$ cat config.mk
export PLATFORM = sky130hd
export DESIGN_NAME = osc_capture_ctrl
export DESIGN_NICKNAME = d
export VERILOG_FILES = /design/src/rtl/osc_pkg.sv /design/src/rtl/osc_trg_detect.sv /design/src/rtl/osc_capture_ctrl.sv
export SDC_FILE = /design/constraint.sdc
export NUM_CORES = 1
export LEC_CHECK = 0
export ABC_AREA = 1
export BUFFER_PORTS_ARGS = -buffer_cell sky130_fd_sc_hd__buf_2
export CORE_MARGIN = 5
export CORE_UTILIZATION = 40
export CTS_CLUSTER_DIAMETER = 80
export DETAILED_ROUTE_END_ITERATION = 8
export GPL_TIMING_DRIVEN = 0
export MAX_ROUTING_LAYER = met4
export SYNTH_ARGS = -nofsm -noshare
export SYNTH_HDL_FRONTEND = slang
export SYNTH_HIERARCHICAL = 1
export SYNTH_SLANG_ARGS = --single-unit
$ cat constraint.sdc
create_clock -name i_clk -period 3.6 [get_ports i_clk]
set_input_delay 0.36 -clock i_clk [delete_from_list [all_inputs] [get_ports i_clk]]
set_output_delay 0.36 -clock i_clk [all_outputs]
set_load 0.02 [all_outputs]
$ cat src/rtl/osc_pkg.sv
// ----------------------------------------------------------------------------
// osc_pkg
// Shared definitions for the oscilloscope capture path: default geometry,
// capture FSM state encodings and trigger edge-mode constants.
// ----------------------------------------------------------------------------
package osc_pkg;

    localparam int OSC_DATA_WIDTH = 32;
    localparam int OSC_CH_NUM     = 4;
    localparam int OSC_ADDR_WIDTH = 18;

    // Encodings are visible to software through o_state, so they are fixed.
    typedef enum logic [2:0] {
        ST_IDLE     = 3'd0,
        ST_PRE      = 3'd1,
        ST_WAIT_TRG = 3'd2,
        ST_POST     = 3'd3,
        ST_DONE     = 3'd4
    } osc_state_e;

    localparam logic TRG_RISING  = 1'b0;
    localparam logic TRG_FALLING = 1'b1;

    function automatic logic state_is_busy(input osc_state_e st);
        return (st == ST_PRE) || (st == ST_WAIT_TRG) || (st == ST_POST);
    endfunction

endpackage

$ cat src/rtl/osc_trg_detect.sv
// ----------------------------------------------------------------------------
// osc_trg_detect
// Selects the trigger channel out of the packed sample word, remembers the
// previous accepted sample on that channel and compares the pair against the
// trigger level as signed values.
//
// Ports
//   i_clk, i_rst_n  clock, async active-low reset
//   i_clr           clear the previous-sample history (capture start)
//   i_smp_en        current sample is accepted; it becomes the previous sample
//   i_smp_data      all channels, ch0 in LSBs
//   i_trg_ch        channel to watch
//   i_trg_val       trigger level (signed)
//   i_trg_mode      0 rising, 1 falling
//   o_hit           combinational: current sample completes a trigger edge
// ----------------------------------------------------------------------------
module osc_trg_detect
    import osc_pkg::*;
#(
    parameter int DATA_WIDTH = OSC_DATA_WIDTH,
    parameter int CH_NUM     = OSC_CH_NUM,
    localparam int CH_W      = (CH_NUM > 1) ? $clog2(CH_NUM) : 1
) (
    input  logic                         i_clk,
    input  logic                         i_rst_n,
    input  logic                         i_clr,
    input  logic                         i_smp_en,
    input  logic [CH_NUM*DATA_WIDTH-1:0] i_smp_data,
    input  logic [CH_W-1:0]              i_trg_ch,
    input  logic [DATA_WIDTH-1:0]        i_trg_val,
    input  logic                         i_trg_mode,
    output logic                         o_hit
);

    logic signed [DATA_WIDTH-1:0] cur_smp;
    logic signed [DATA_WIDTH-1:0] prev_smp;
    logic signed [DATA_WIDTH-1:0] trg_lvl;
    logic                         prev_valid;
    logic                         rise_hit;
    logic                         fall_hit;

    always_comb begin
        cur_smp = '0;
        for (int i = 0; i < CH_NUM; i++) begin
            if (i_trg_ch == CH_W'(i)) begin
                cur_smp = i_smp_data[i*DATA_WIDTH +: DATA_WIDTH];
            end
        end
    end

    always_ff @(posedge i_clk or negedge i_rst_n) begin
        if (!i_rst_n) begin
            prev_smp   <= '0;
            prev_valid <= 1'b0;
        end else if (i_clr) begin
            prev_smp   <= '0;
            prev_valid <= 1'b0;
        end else if (i_smp_en) begin
            prev_smp   <= cur_smp;
            prev_valid <= 1'b1;
        end
    end

    assign trg_lvl  = i_trg_val;
    assign rise_hit = (prev_smp < trg_lvl) && (cur_smp >= trg_lvl);
    assign fall_hit = (prev_smp > trg_lvl) && (cur_smp <= trg_lvl);
    assign o_hit    = prev_valid && ((i_trg_mode == TRG_FALLING) ? fall_hit : rise_hit);

endmodule

$ cat src/rtl/osc_capture_ctrl.sv
// ----------------------------------------------------------------------------
// osc_capture_ctrl
// Sequences a capture into a circular sample RAM: pre-trigger fill, trigger
// wait, post-trigger fill, done. Every accepted sample is written one cycle
// later through a registered write port.
//
// Ports
//   i_clk, i_rst_n    clock, async active-low reset
//   i_arm, i_abort    1-cycle start / stop pulses (abort wins)
//   i_trg_val/_ch/_mode  trigger config, latched at arm
//   i_pre_len         pre-trigger sample count, latched at arm
//   i_smp_valid/_data sample stream, ch0 in LSBs
//   o_wr_en/_addr/_data  capture RAM write port
//   o_osc_cnt         samples written since arm, saturating at DEPTH-1
//   o_osc_trg_cnt     RAM address of the trigger sample
//   o_busy, o_done, o_state  status
//
// state    | meaning
// ---------+-----------------------------------------------------------
// IDLE     | no capture; waits for arm
// PRE      | filling pre-trigger samples, trigger detection masked
// WAIT_TRG | writing samples until the trigger edge is seen
// POST     | writing the remaining post-trigger samples
// DONE     | capture complete, counters held for readback
// ----------------------------------------------------------------------------
module osc_capture_ctrl
    import osc_pkg::*;
#(
    parameter int DATA_WIDTH = OSC_DATA_WIDTH,
    parameter int CH_NUM     = OSC_CH_NUM,
    parameter int ADDR_WIDTH = OSC_ADDR_WIDTH,
    localparam int CH_W      = (CH_NUM > 1) ? $clog2(CH_NUM) : 1
) (
    input  logic                         i_clk,
    input  logic                         i_rst_n,
    input  logic                         i_arm,
    input  logic                         i_abort,
    input  logic [DATA_WIDTH-1:0]        i_trg_val,
    input  logic [CH_W-1:0]              i_trg_ch,
    input  logic                         i_trg_mode,
    input  logic [ADDR_WIDTH-1:0]        i_pre_len,
    input  logic                         i_smp_valid,
    input  logic [CH_NUM*DATA_WIDTH-1:0] i_smp_data,
    output logic                         o_wr_en,
    output logic [ADDR_WIDTH-1:0]        o_wr_addr,
    output logic [CH_NUM*DATA_WIDTH-1:0] o_wr_data,
    output logic [ADDR_WIDTH-1:0]        o_osc_cnt,
    output logic [ADDR_WIDTH-1:0]        o_osc_trg_cnt,
    output logic                         o_busy,
    output logic                         o_done,
    output logic [2:0]                   o_state
);

    localparam logic [ADDR_WIDTH-1:0] CNT_MAX = '1;   // DEPTH-1
    localparam logic [ADDR_WIDTH-1:0] CNT_ONE = ADDR_WIDTH'(1);

    osc_state_e state_q, state_d;

    logic [DATA_WIDTH-1:0]        trg_val_q;
    logic [CH_W-1:0]              trg_ch_q;
    logic                         trg_mode_q;
    logic [ADDR_WIDTH-1:0]        pre_len_q;
    logic [ADDR_WIDTH-1:0]        pre_rem_q;
    logic [ADDR_WIDTH-1:0]        post_rem_q;
    logic [ADDR_WIDTH-1:0]        post_len;
    logic [ADDR_WIDTH-1:0]        ptr_q;
    logic [ADDR_WIDTH-1:0]        osc_cnt_q;
    logic [ADDR_WIDTH-1:0]        osc_trg_cnt_q;
    logic                         wr_en_q;
    logic [ADDR_WIDTH-1:0]        wr_addr_q;
    logic [CH_NUM*DATA_WIDTH-1:0] wr_data_q;

    logic busy;
    logic accept;
    logic arm_go;
    logic trg_fire;
    logic trg_hit;

    // i_pre_len is ADDR_WIDTH bits wide, so it can never exceed DEPTH-1 and
    // the clamp to DEPTH-1 is inherent in the port width.
    assign post_len = CNT_MAX - pre_len_q;

    assign busy   = state_is_busy(state_q);
    assign accept = busy && i_smp_valid && !i_abort;

    osc_trg_detect #(
        .DATA_WIDTH (DATA_WIDTH),
        .CH_NUM     (CH_NUM)
    ) u_trg_detect (
        .i_clk      (i_clk),
        .i_rst_n    (i_rst_n),
        .i_clr      (arm_go),
        .i_smp_en   (accept),
        .i_smp_data (i_smp_data),
        .i_trg_ch   (trg_ch_q),
        .i_trg_val  (trg_val_q),
        .i_trg_mode (trg_mode_q),
        .o_hit      (trg_hit)
    );

    always_ff @(posedge i_clk or negedge i_rst_n) begin
        if (!i_rst_n) begin
            state_q <= ST_IDLE;
        end else begin
            state_q <= state_d;
        end
    end

    always_comb begin
        state_d  = state_q;
        arm_go   = 1'b0;
        trg_fire = 1'b0;
        if (i_abort) begin
            state_d = ST_IDLE;
        end else begin
            case (state_q)
                ST_IDLE, ST_DONE: begin
                    if (i_arm) begin
                        arm_go  = 1'b1;
                        state_d = (i_pre_len == '0) ? ST_WAIT_TRG : ST_PRE;
                    end
                end
                ST_PRE: begin
                    if (accept && (pre_rem_q == CNT_ONE)) begin
                        state_d = ST_WAIT_TRG;
                    end
                end
                ST_WAIT_TRG: begin
                    if (accept && trg_hit) begin
                        trg_fire = 1'b1;
                        state_d  = (post_len == '0) ? ST_DONE : ST_POST;
                    end
                end
                ST_POST: begin
                    if (accept && (post_rem_q == CNT_ONE)) begin
                        state_d = ST_DONE;
                    end
                end
                default: state_d = ST_IDLE;
            endcase
        end
    end

    always_ff @(posedge i_clk or negedge i_rst_n) begin
        if (!i_rst_n) begin
            trg_val_q     <= '0;
            trg_ch_q      <= '0;
            trg_mode_q    <= 1'b0;
            pre_len_q     <= '0;
            pre_rem_q     <= '0;
            post_rem_q    <= '0;
            ptr_q         <= '0;
            osc_cnt_q     <= '0;
            osc_trg_cnt_q <= '0;
            wr_en_q       <= 1'b0;
            wr_addr_q     <= '0;
            wr_data_q     <= '0;
        end else begin
            wr_en_q <= accept;

            if (arm_go) begin
                trg_val_q     <= i_trg_val;
                trg_ch_q      <= i_trg_ch;
                trg_mode_q    <= i_trg_mode;
                pre_len_q     <= i_pre_len;
                pre_rem_q     <= i_pre_len;
                ptr_q         <= '0;
                osc_cnt_q     <= '0;
                osc_trg_cnt_q <= '0;
            end

            if (accept) begin
                wr_addr_q <= ptr_q;
                wr_data_q <= i_smp_data;
                ptr_q     <= ptr_q + CNT_ONE;   // natural wrap DEPTH-1 -> 0
                if (osc_cnt_q != CNT_MAX) begin
                    osc_cnt_q <= osc_cnt_q + CNT_ONE;
                end
            end

            if (accept && (state_q == ST_PRE)) begin
                pre_rem_q <= pre_rem_q - CNT_ONE;
            end

            if (trg_fire) begin
                osc_trg_cnt_q <= ptr_q;
                post_rem_q    <= post_len;
            end

            if (accept && (state_q == ST_POST)) begin
                post_rem_q <= post_rem_q - CNT_ONE;
            end
        end
    end

    assign o_wr_en       = wr_en_q;
    assign o_wr_addr     = wr_addr_q;
    assign o_wr_data     = wr_data_q;
    assign o_osc_cnt     = osc_cnt_q;
    assign o_osc_trg_cnt = osc_trg_cnt_q;
    assign o_busy        = busy;
    assign o_done        = (state_q == ST_DONE);
    assign o_state       = state_q;

endmodule

== Word-level counts from Yosys, hierarchy flattened ==
Cells that the tools add are included.
Word-level totals
  register bits: 326
  bits of input ports: 186
Operators by class
  reductions and logical operators: 23
  muxes and demuxes: 33
  add/sub/neg operators: 5
  magnitude comparators: 4
  equal/unequal tests: 14
Operators with widths (count)
  2-to-1 mux 32 bit: 6
  2-to-1 mux 18 bit: 10
  adder 18 x 1 -> 18 bit (second input constant): 2
  == test 18 x 1 -> 1 bit (second input constant): 2
  zero test 18 bit: 2
  subtractor 18 x 1 -> 18 bit (second input constant): 2
  >= comparator 32 bit: 1
  > comparator 32 bit: 1
  less-or-equal comparator 32 bit: 1
  less-than comparator 32 bit: 1
  2-to-1 mux 3 bit: 6
  != test 18 bit (second input constant): 1
  subtractor 18 bit (first input constant): 1
  case mux 3 bit (4 select lines): 1
  logical AND 1 bit: 10
  2-to-1 mux 1 bit: 9
  != test 3 x 2 -> 1 bit (second input constant): 3
  nonzero test 2 bit: 4
  == test 3 x 2 -> 1 bit (second input constant): 2
  == test 2 bit (second input constant): 2
  AND reduction 4 bit: 1
  == test 3 x 1 -> 1 bit (second input constant): 1
  == test 3 bit (second input constant): 1
  zero test 3 bit: 1
  other kinds (7): 8

== Depth between registers and ports, before layout ==
Gate-level depths: netlist (run 1).
  depth in word-level cells: 15
  gate-level depth with buffers: 30

== Cells and area by module ==
The synthesis (run 1) kept the hierarchy.
By module, submodules not included
  osc_capture_ctrl: instances 1, area each 12908.6 um^2, cells an instance 1568, sequential area each 7332.0 um^2
  osc_trg_detect: instances 1, area each 3703.6 um^2, cells an instance 554, sequential area each 825.8 um^2

== Worst setup path after synthesis (run 1) ==
No wires, ideal clock.
  kind: register to register
  start point: register trg_ch_q[1]
  end point: register post_rem_q[7]
  period minus slack after synthesis: 3286 ps
  path buffers: 4
  stages on the path, launching flop included: 24
  required time: 3469 ps
  arrival time: 3156 ps
  library setup time: 131 ps
  setup slack: 314 ps
  cell sequence: dfrtp_1 -> buf_2 -> buf_2 -> a221oi_1 -> nand2_1 -> o21ai_0 -> inv_1 -> ha_1 -> nand2_2 -> nor2_2 -> nand2_2 -> inv_2 -> nand4_1 -> or3_1 -> nand3_1 -> nand2_1 -> nand2_1 -> nand2_1 -> nor2_1 -> nand3_2 -> buf_4 -> buf_4 -> nand2_1 -> o211ai_1
Between the ends
  cells in the longest elaborated chain, start to end: 14
  elaborated cells on any way between the ends: 19
  classes of those cells: order compare (2); eq/ne (3); mux (8); reduce/logical (6)
Ends and longest elaborated chain
  start: declaration: RTL line osc_capture_ctrl.sv:60  | logic [CH_W-1:0] trg_ch_q;
  start signal: assignment: RTL line osc_capture_ctrl.sv:163  | trg_ch_q <= i_trg_ch;
  zero test 2 bit: RTL line osc_trg_detect.sv:45  | if (i_trg_ch == CH_W'(i)) begin
  2-to-1 mux 32 bit (3 in series): RTL line osc_trg_detect.sv:45
  2-to-1 mux 32 bit (*): RTL line osc_trg_detect.sv:45
  >= comparator 32 bit or less-or-equal comparator 32 bit (tied branches): RTL line osc_trg_detect.sv:65, osc_trg_detect.sv:66
  logical AND 1 bit, on equally long branches: RTL line osc_trg_detect.sv:65, osc_trg_detect.sv:66
  2-to-1 mux 1 bit (*): RTL line osc_trg_detect.sv:67  | assign o_hit = prev_valid && ((i_trg_mode == TRG_FALLING) ? fall_hit : rise_hit);
  logical AND 1 bit (*): RTL line osc_trg_detect.sv:67
  via trg_hit: RTL line osc_capture_ctrl.sv:77  | logic trg_hit;
  logical AND 1 bit (*): RTL line osc_capture_ctrl.sv:129  | if (accept && trg_hit) begin
  2-to-1 mux 1 bit (*): RTL line osc_capture_ctrl.sv:129
  2-to-1 mux 1 bit (*): RTL line osc_capture_ctrl.sv:116  | case (state_q)
  2-to-1 mux 1 bit (*): RTL line osc_capture_ctrl.sv:113  | if (i_abort) begin
  nonzero test 2 bit (no line) (*)
  end signal: assignment: RTL line osc_capture_ctrl.sv:187  | post_rem_q <= post_len;
  end signal: assignment: RTL line osc_capture_ctrl.sv:191  | post_rem_q <= post_rem_q - CNT_ONE;
  end: declaration: RTL line osc_capture_ctrl.sv:64  | logic [ADDR_WIDTH-1:0] post_rem_q;
The timed path passes the listed nets; every way through them passes the cells marked *.
A chain may end at the register's enable or synchronous reset.

== Worst setup path after layout (run 1) ==
  start point: register trg_ch_q[1]
  end point: register post_rem_q[13]
Same word-level chain as after synthesis.

==> impl_summary.txt, run 1 <==
----------------------------------------------------
[Power]
  Power share of the combinational group ... between 40% and 50%
  Worst VDD drop ... 514.3 uV
  Total power per unit cell area ... 853.3 nW/um^2
  Switching part of the total ... 44.22%
  Clk pwr share ... 19.8%
  Power after layout ... 0.01914 W
  Relative contribution of sequential cells to total power ... between 30% and 40%
  Switching pwr ... 0.008463 W
  Static Leakage ... about 12 nW
  Internal ... 0.01068 W

[Logic synthesis]
  Async S/R FF share, synth ... 100.0%
  Post-synthesis instance area ... 16610 um^2
  Most frequent cells after synthesis ... 866 x nand2_1, 326 x dfrtp_1, 152 x inv_1
  Number of flops mapped to enable cells by yosys ... 0
  Top flip-flop cell by instance count after synthesis ... dfrtp_1
  Syn Inst Count ... 2122
  Count of unique library cells instantiated by Yosys ... 44
  Yosys warns ... 6
  Dominant cells by area after synthesis ... dfrtp_1 49%, nand2_1 20%, ha_1 5.3%, o21ai_0 4.3%, nand3_1 3.7%
  Count leader, synth ... nand2_1
  Number of nets produced by synthesis ... approximately 2400
  Post-Synthesis Mean Instance Area ... 7.829 um^2
  Top-area cell type share of the netlist area ... 49.11%
  Area leader, netlist ... dfrtp_1
  Synthesized flop and latch total ... roughly 330
  Seq/Total Area, Yosys ... 49.11%

[Die]
  Area of the core region ... a little over 40000 um^2
  Full die area ... about 46000 um^2
  Number of placed I/O pins ... 374
  Vertical die dimension ... 213.8 um
  Starting density of the core ... 40.59%
  Number of standard-cell rows in the floorplan ... 74
  Die Wd ... 213.8 um

[STA]
  Unrepaired setup endpoints after global routing ... yes
  Number of max-slew violations in the final report ... 0
  Worst slew slack as a fraction of its limit ... 48.09%
  Final Hold Vio Count ... 0
  Achievable clock frequency ... approximately 260 MHz
  Clk_skew ... 0.02775 ns
  Worst Max-Slew Pin Slew ... 0.7786 ns
  Ratio of final minimum period to clock period ... 105.4%
  Final-report setup violation count ... 37
  Min Tclk post-route ... 3.796 ns
  Post-layout worst setup margin ... -0.1962 ns

[Status]
  Status ... finished with violations
  Violations in the final reports ... setup timing

[Setup path]
  CP Launch Type ... flop
  CP top delay family ... simple AND/OR/NAND/NOR gates
  Crit Reg-Reg Startpoint ... trg_ch_q[1]$_DFFE_PN0P_
  R2R depth ... 27
  Combined buffer and inverter count along the critical path ... 8
  Critical register-to-register path endpoint ... post_rem_q[13]$_DFFE_PN0P_
  CP Capture Type ... flop
  CP max-delay cell ... dfrtp_2
  Largest stage delay, worst path ... 0.48 ns
  Data arrival time of the critical path ... between 4 and 5 ns
  Peak fanout along the critical path ... 10
  Req. time, crit path ... ~4.1 ns
  Crit path kind ... reg2reg
  Reg-to-reg slack, setup ... -0.20 ns

[Finish]
  Count of filler cells inserted in the layout ... a little under 4000
  Area overhead of the layout relative to synthesis ... 35.02%
  Fraction of layout instances using a drive strength above 1 ... 25.63%
  Final instance area ... 22430 um^2
  Count of nets after finishing ... 2916
  Share of the core filled with cells ... approximately 55%
  Number of flip-flops in the largest register ... 128
  Post-route non-filler standard cell count ... ~3200

[GRT]
  GRT overflow ... 0
  Number of antenna violations at the first check in global routing ... 5
  Wire length of the first global-routing pass ... about 96 mm
  Number of global-route vias before repair ... 16850
  Total GRT Usage ... 28.08%
  Maximum number of pins on one net before global-route repair ... 94

[Place]
  Last weighted congestion value of the routability-driven placer ... 0.9599
  Number of cells in the design after placement ... 3030
  IO buf count ... 373
  Cell area after placement ... 19240 um^2
  Dpl hpwl ... 47.81 mm

[CTS]
  Clock Tree Buf Depth ... 3
  Clk sink count ... 326
  CTS tree ... yes
  TritonCTS buffer count ... 39
  Insertion delay to the later sink of the worst-skew pair ... 0.57 ns
  Master cell of the clock root buffer ... clkbuf_16
  H-Tree Depth ... 2
  Register clock-pin slew on the reported worst setup and hold paths ... about 0.06 ns

[Hold path]
  Worst hold path class ... in2reg
  Count of cells along the worst hold path ... 3
  Startpoint of the tightest hold check path ... i_trg_val[26]
  Worst hold path endpoint ... trg_val_q[26]$_DFFE_PN0P_

[Detailed routing]
  Avg WL per Cell ... 19.79 um
  Post-detailed-route via-to-cell ratio ... 5.187
  Post-DRT Antenna Nets ... 0
  DRC viols ... 0
  Total via count in the routed design ... between 15000 and 20000
  Number of iterations in the first detailed-routing pass ... 5
  Total Routed Length ... roughly 64 mm
  Drt initial violations ... 1219

[Run]
  Reported max-cap violation count ... 0

----------------------------------------------------
==> logic make-up (layout without fill, tap and decap cells) <==
kind of cell	count (synthesis)	count (layout)	synth area share, %
AND/OR/NAND/NOR	1177	1177	28.69
flip-flops	326	326	49.11
AO/OA/AOI/OAI	282	282	9.513
buffers and inverters	245	807	6.259
adder cells (fa/ha/maj)	70	70	5.272
XOR/XNOR	22	22	1.160
other	0	6	0
==> worst max path at each step <==
stage | endpoint | depth (start not counted) | startpoint
after floorplan | post_rem_q[7]$_DFFE_PN0P_ | 23 | trg_ch_q[1]$_DFFE_PN0P_
after global placement | o_wr_data[16]$_DFFE_PN0P_ | 1 | i_rst_n
after detailed placement | post_rem_q[10]$_DFFE_PN0P_ | 23 | trg_ch_q[1]$_DFFE_PN0P_
after CTS | post_rem_q[7]$_DFFE_PN0P_ | 22 | trg_ch_q[1]$_DFFE_PN0P_
after global routing | post_rem_q[13]$_DFFE_PN0P_ | 29 | trg_ch_q[0]$_DFFE_PN0P_
final | post_rem_q[13]$_DFFE_PN0P_ | 27 | trg_ch_q[1]$_DFFE_PN0P_
==> worst min-delay path: stages <==
cell,delay (ns)
buf_2,0.09
nand2_1,0.05
nand2_1,0.04
==> cell type report <==
cell class,count,area (um^2),share of cell area [%]
Sequential cell,326,8160,36.38
Inverter,159,611.8,2.728
Clock buffer,58,1139,5.076
Tap cell,532,665.6,2.968
Clock inverter,7,50.05,0.2231
Multi-Input combinational cell,1551,8041,35.85
Antenna cell,6,15.01,0.06694
Buffer,86,536.8,2.393
Timing Repair Buffer,497,3209,14.31
==> power by group through the flow <==
stage	Sequential [W]	Combinational (W)	Clock [W]
2_1_floorplan	0.00670	0.00421	0
3_3_place_gp	0.00599	0.00768	0
3_5_place_dp	0.00600	0.00783	0
4_1_cts	0.00598	0.00890	0.00385
5_1_grt	0.00616	0.0103	0.00400
6_report	0.00600	0.00935	0.00379
==> per-stage QoR <==
stage | hold WS [ns] | setup WS [ns] | TNS, ns
after floorplan | 0.06441 | 0.3137 | 0
after global placement | 0.4585 | -4.378 | -1452.35
after detailed placement | 0.4169 | -1.161 | -39.32
after CTS | 0.0003370 | -0.1205 | -2.978
after global routing | 0.02278 | -0.4100 | -13.28
final | 0.01399 | -0.1962 | -5.168
==> routing by layer <==
| metal | global-route usage [%] | vias up | wire length (um) |
|---|---|---|---|
| met5 | - | - | 0 |
| met2 | 45.23 | 615 | 30520 |
| met1 | 35.26 | 8037 | 26500 |
| met4 | 11.12 | 0 | 2601 |
| met3 | 5.150 | 131 | 4157 |
| li1 | - | 7928 | - |
==> cells in the final DEF, fill, tap and decap left out, types with 26 or more instances in the layout <==
cell	netlist	layout
a21oi_1	57	51
o21ai_1	16	33
nor2_1	123	116
nand2_2	8	26
nand3_1	123	119
dfrtp_1	326	324
nand2_1	866	840
clkbuf_1	27	31
inv_1	152	145
dlygate4sd3_1	0	71
ha_1	70	65
o21ai_2	0	31
clkbuf_16	0	42
o21ai_0	142	94
buf_2	37	400
buf_4	13	47
==> what timing repair did <==
action                                  4_1_cts  5_1_grt
pin swaps                                    38       29
gates resized for setup                     157       83
endpoints found under the setup margin       39       40
buffers inserted                             44        4
endpoints found under the hold margin       155        0
hold buffers                                 71        0
gates cloned                                  4        1
No activity file was read; power rests on OpenSTA's default activity.
==> run 2, diff against run 1 <==
- REMOVE_ABC_BUFFERS: unset -> 1
==> run 2 against run 1 <==
Against the previous run: the flow still finishes with violations (setup timing); clock-buffer cell count decreased by 3; first-iteration DRC count increased by 3.0%; register-to-register slack improved by 0.14 ns; fmax increased by 3.9%; flip-flop and latch count unchanged; sequential power about the same; cell count decreased by 3.8%; worst hold slack improved by 0.020 ns; core utilization decreased by 1.8 points; global-route usage decreased by 4.6 points; critical path depth decreased by 4; worst setup slack improved by 0.14 ns.
==> impl_summary.txt, run 2 (synthesis gave the netlist of run 1 again) <==
----------------------------------------------------
[Status]
  Violations in the final reports ... setup timing
  Status ... finished with violations

[Detailed routing]
  DRC viols ... 0 (unchanged)
  Post-DRT Antenna Nets ... 0 (unchanged)
  Avg WL per Cell ... 17.70 um (-11%)
  Total Routed Length ... 54.89 mm (-14%)
  Total via count in the routed design ... 15860 (-5.1%)
  Number of iterations in the first detailed-routing pass ... 8 (+3)
  Drt initial violations ... 1255 (+3.0%)
  Post-detailed-route via-to-cell ratio ... 5.114 (-1.4%)

[CTS]
  Clk sink count ... 326 (unchanged)
  TritonCTS buffer count ... 38 (-2.6%)
  Clock Tree Buf Depth ... 3 (unchanged)
  Master cell of the clock root buffer ... clkbuf_16
  Insertion delay to the later sink of the worst-skew pair ... 0.54 ns (-0.03 ns)
  H-Tree Depth ... 2 (unchanged)
  CTS tree ... yes
  Register clock-pin slew on the reported worst setup and hold paths ... 0.06 ns (about the same)

[Die]
  Die Wd ... 213.8 um (unchanged)
  Vertical die dimension ... 213.8 um (unchanged)
  Area of the core region ... 40920 um^2 (unchanged)
  Number of placed I/O pins ... 374 (unchanged)
  Full die area ... 45710 um^2 (unchanged)
  Number of standard-cell rows in the floorplan ... 74 (unchanged)
  Starting density of the core ... 40.59% (unchanged)

[Finish]
  FF/Latch Area ... 8163 um^2 (about the same)
  Multi-input gate area in the final layout ... 8105 um^2 (+0.79%)
  Count of filler cells inserted in the layout ... 3899 (unchanged)
  Leading cell types in the layout, fill and taps excluded ... 857 x nand2_1, 372 x buf_2, 324 x dfrtp_1
  Area overhead of the layout relative to synthesis ... 30.49%
  Count of nets after finishing ... 2799 (-4.0%)
  Fraction of layout instances using a drive strength above 1 ... 24.05% (-1.6 points)
  Most common cell after layout, fill and taps aside ... nand2_1
  Share of the core filled with cells ... 52.97% (-1.8 points)
  Number of flip-flops in the largest register ... 128 (unchanged)

[Setup path]
  CP Cell Sequence ... nand2_8, clkinv_16, a221oi_2, nand2_1, o21ai_2, inv_2, ha_4, nand2_4, nor2_4, nand2_2, inv_2, nand4_1, or3_1, nand3_1, nand2_1, nand2_1, nand2_2, nor2_4, buf_12, nand3_4, o21ai_0, o21ai_0, o21ai_0
  Data arrival time of the critical path ... 4.10 ns (-0.21 ns)
  Peak fanout along the critical path ... 8 (-2)
  Largest stage delay, worst path ... 0.56 ns (+0.08 ns)
  CP Capture Type ... flop
  CP max-delay cell ... dfrtp_4
  Req. time, crit path ... 4.05 ns (-0.06 ns)
  CP Launch Type ... flop
  Crit path kind ... reg2reg
  Combined buffer and inverter count along the critical path ... 4 (-4)
  CP top delay family ... simple AND/OR/NAND/NOR gates

[STA]
  Final Hold Vio Count ... 0 (unchanged)
  Post-layout worst setup margin ... -0.05393 ns (+0.1422 ns)
  Unrepaired setup endpoints after global routing ... yes
  Ratio of final minimum period to clock period ... 101.5% (-4.0 points)
  Clk_skew ... 0.01604 ns (-0.01171 ns)
  Number of max-slew violations in the final report ... 0 (unchanged)
  Min Tclk post-route ... 3.654 ns (-0.1422 ns)
  Final-report setup violation count ... 25 (-32%)
  Achievable clock frequency ... 273.7 MHz (+3.9%)
  Worst Max-Slew Pin Slew ... 0.8900 ns (+0.1113 ns)
  Worst slew slack as a fraction of its limit ... 40.67% (-7.4 points)

[GRT]
  Number of global-route vias before repair ... 15770 (-6.4%)
  GRT overflow ... 0 (unchanged)
  Number of antenna violations at the first check in global routing ... 3 (-2)
  Maximum number of pins on one net before global-route repair ... 113 (+20%)
  Wire length of the first global-routing pass ... 83.50 mm (-13%)
  Total GRT Usage ... 23.51% (-4.6 points)

[Place]
  Last weighted congestion value of the routability-driven placer ... 0.8852 (-7.8%)
  IO buf count ... 373 (unchanged)
  Dpl hpwl ... 36.15 mm (-24%)

[Hold path]
  Worst hold path class ... in2reg

[Power]
  Power after layout ... 0.01870 W (-2.3%)
  Worst VDD drop ... 540.1 uV (+5.0%)
  Static Leakage ... 11.38 nW (-4.4%)
  Total power per unit cell area ... 862.6 nW/um^2 (+1.1%)

[Run]
  Reported max-cap violation count ... 0 (unchanged)

----------------------------------------------------
==> run 2: metal layers <==
metal / wire, um / global-route usage, %
met1: 23780 / 30.30
met2: 26490 / 37.68
met3: 2924 / 3.862
met4: 1698 / 8.531
met5: 0 / -
==> run 2: what timing repair did <==
item / in CTS / in global routing
hold buffers: 41 / 0
setup endpoints to repair: 71 / 71
endpoints found under the hold margin: 150 / 0
pin swaps: 20 / 33
gates resized for setup: 100 / 96
cloned: 7 / 6
setup buffers: 24 / 11
==> run 2: final cells by class <==
class,instances,share of cell area (%)
Timing Repair inverter,4,0.1616
Tap cell,532,3.071
Sequential cell,326,37.66
Clock buffer,55,5.195
Antenna cell,3,0.03463
Multi-Input combinational cell,1559,37.39
Clock inverter,8,0.4618
Inverter,159,3.065
Timing Repair Buffer,455,12.96
==> run 2: path summary, 6_finish.rpt <==
| check | startpoint | to | slack [ns] | cells past startpoint |
|---|---|---|---|---|
| max in group asynchronous | i_rst_n | trg_ch_q[1]$_DFFE_PN0P_ | 1.89 | 3 |
| worst min-delay path | i_smp_data[8] | o_wr_data[8]$_DFFE_PN0P_ | 0.03 | 3 |
| worst min register to register | o_wr_data[60]$_DFFE_PN0P_ | o_wr_data[60]$_DFFE_PN0P_ | 0.47 | 2 |
| worst max register to register | trg_ch_q[1]$_DFFE_PN0P_ | post_rem_q[10]$_DFFE_PN0P_ | -0.05 | 23 |
| min in group asynchronous | i_rst_n | pre_rem_q[14]$_DFFE_PN0P_ | 0.48 | 2 |
| worst max-delay path | trg_ch_q[1]$_DFFE_PN0P_ | post_rem_q[10]$_DFFE_PN0P_ | -0.05 | 23 |
==> run 2: report_power, final <==
group / switching (W) / total [W] / leakage (nW) / internal (W)
logic: 0.00566 / 0.00888 / 6.60 / 0.00322
registers: 0.000939 / 0.00597 / 4.18 / 0.00503
clock network: 0.00154 / 0.00385 / 0.602 / 0.00231
==> run 2: metrics by stage <==
stage / TNS [ns] / hold WS (ns) / cell area (um^2) / std cells / setup WS (ns)
after global routing: -8.865 / 0.008071 / 21680 / 3101 / -0.2795
after floorplan: -96.49 / 0.06441 / 16170 / 2036 / -1.690
final: -0.5917 / 0.03412 / 21680 / 3101 / -0.05393
after detailed placement: -173.99 / 0.4596 / 18880 / 2946 / -3.867
after CTS: -0.06900 / 0.000004496 / 21140 / 3081 / -0.02565
after global placement: -2214.86 / 0.4579 / 18700 / 2941 / -5.399
==> run 2: worst reg2reg max path, delay by kind of cell, from the launching register on <==
| family | cells | cell delay, ns |
|---|---|---|
| flip-flops | 1 | 0.56 |
| AO/OA/AOI/OAI | 5 | 0.74 |
| AND/OR/NAND/NOR | 13 | 1.58 |
| adder cells (fa/ha/maj) | 1 | 0.29 |
| buffers and inverters | 4 | 0.40 |
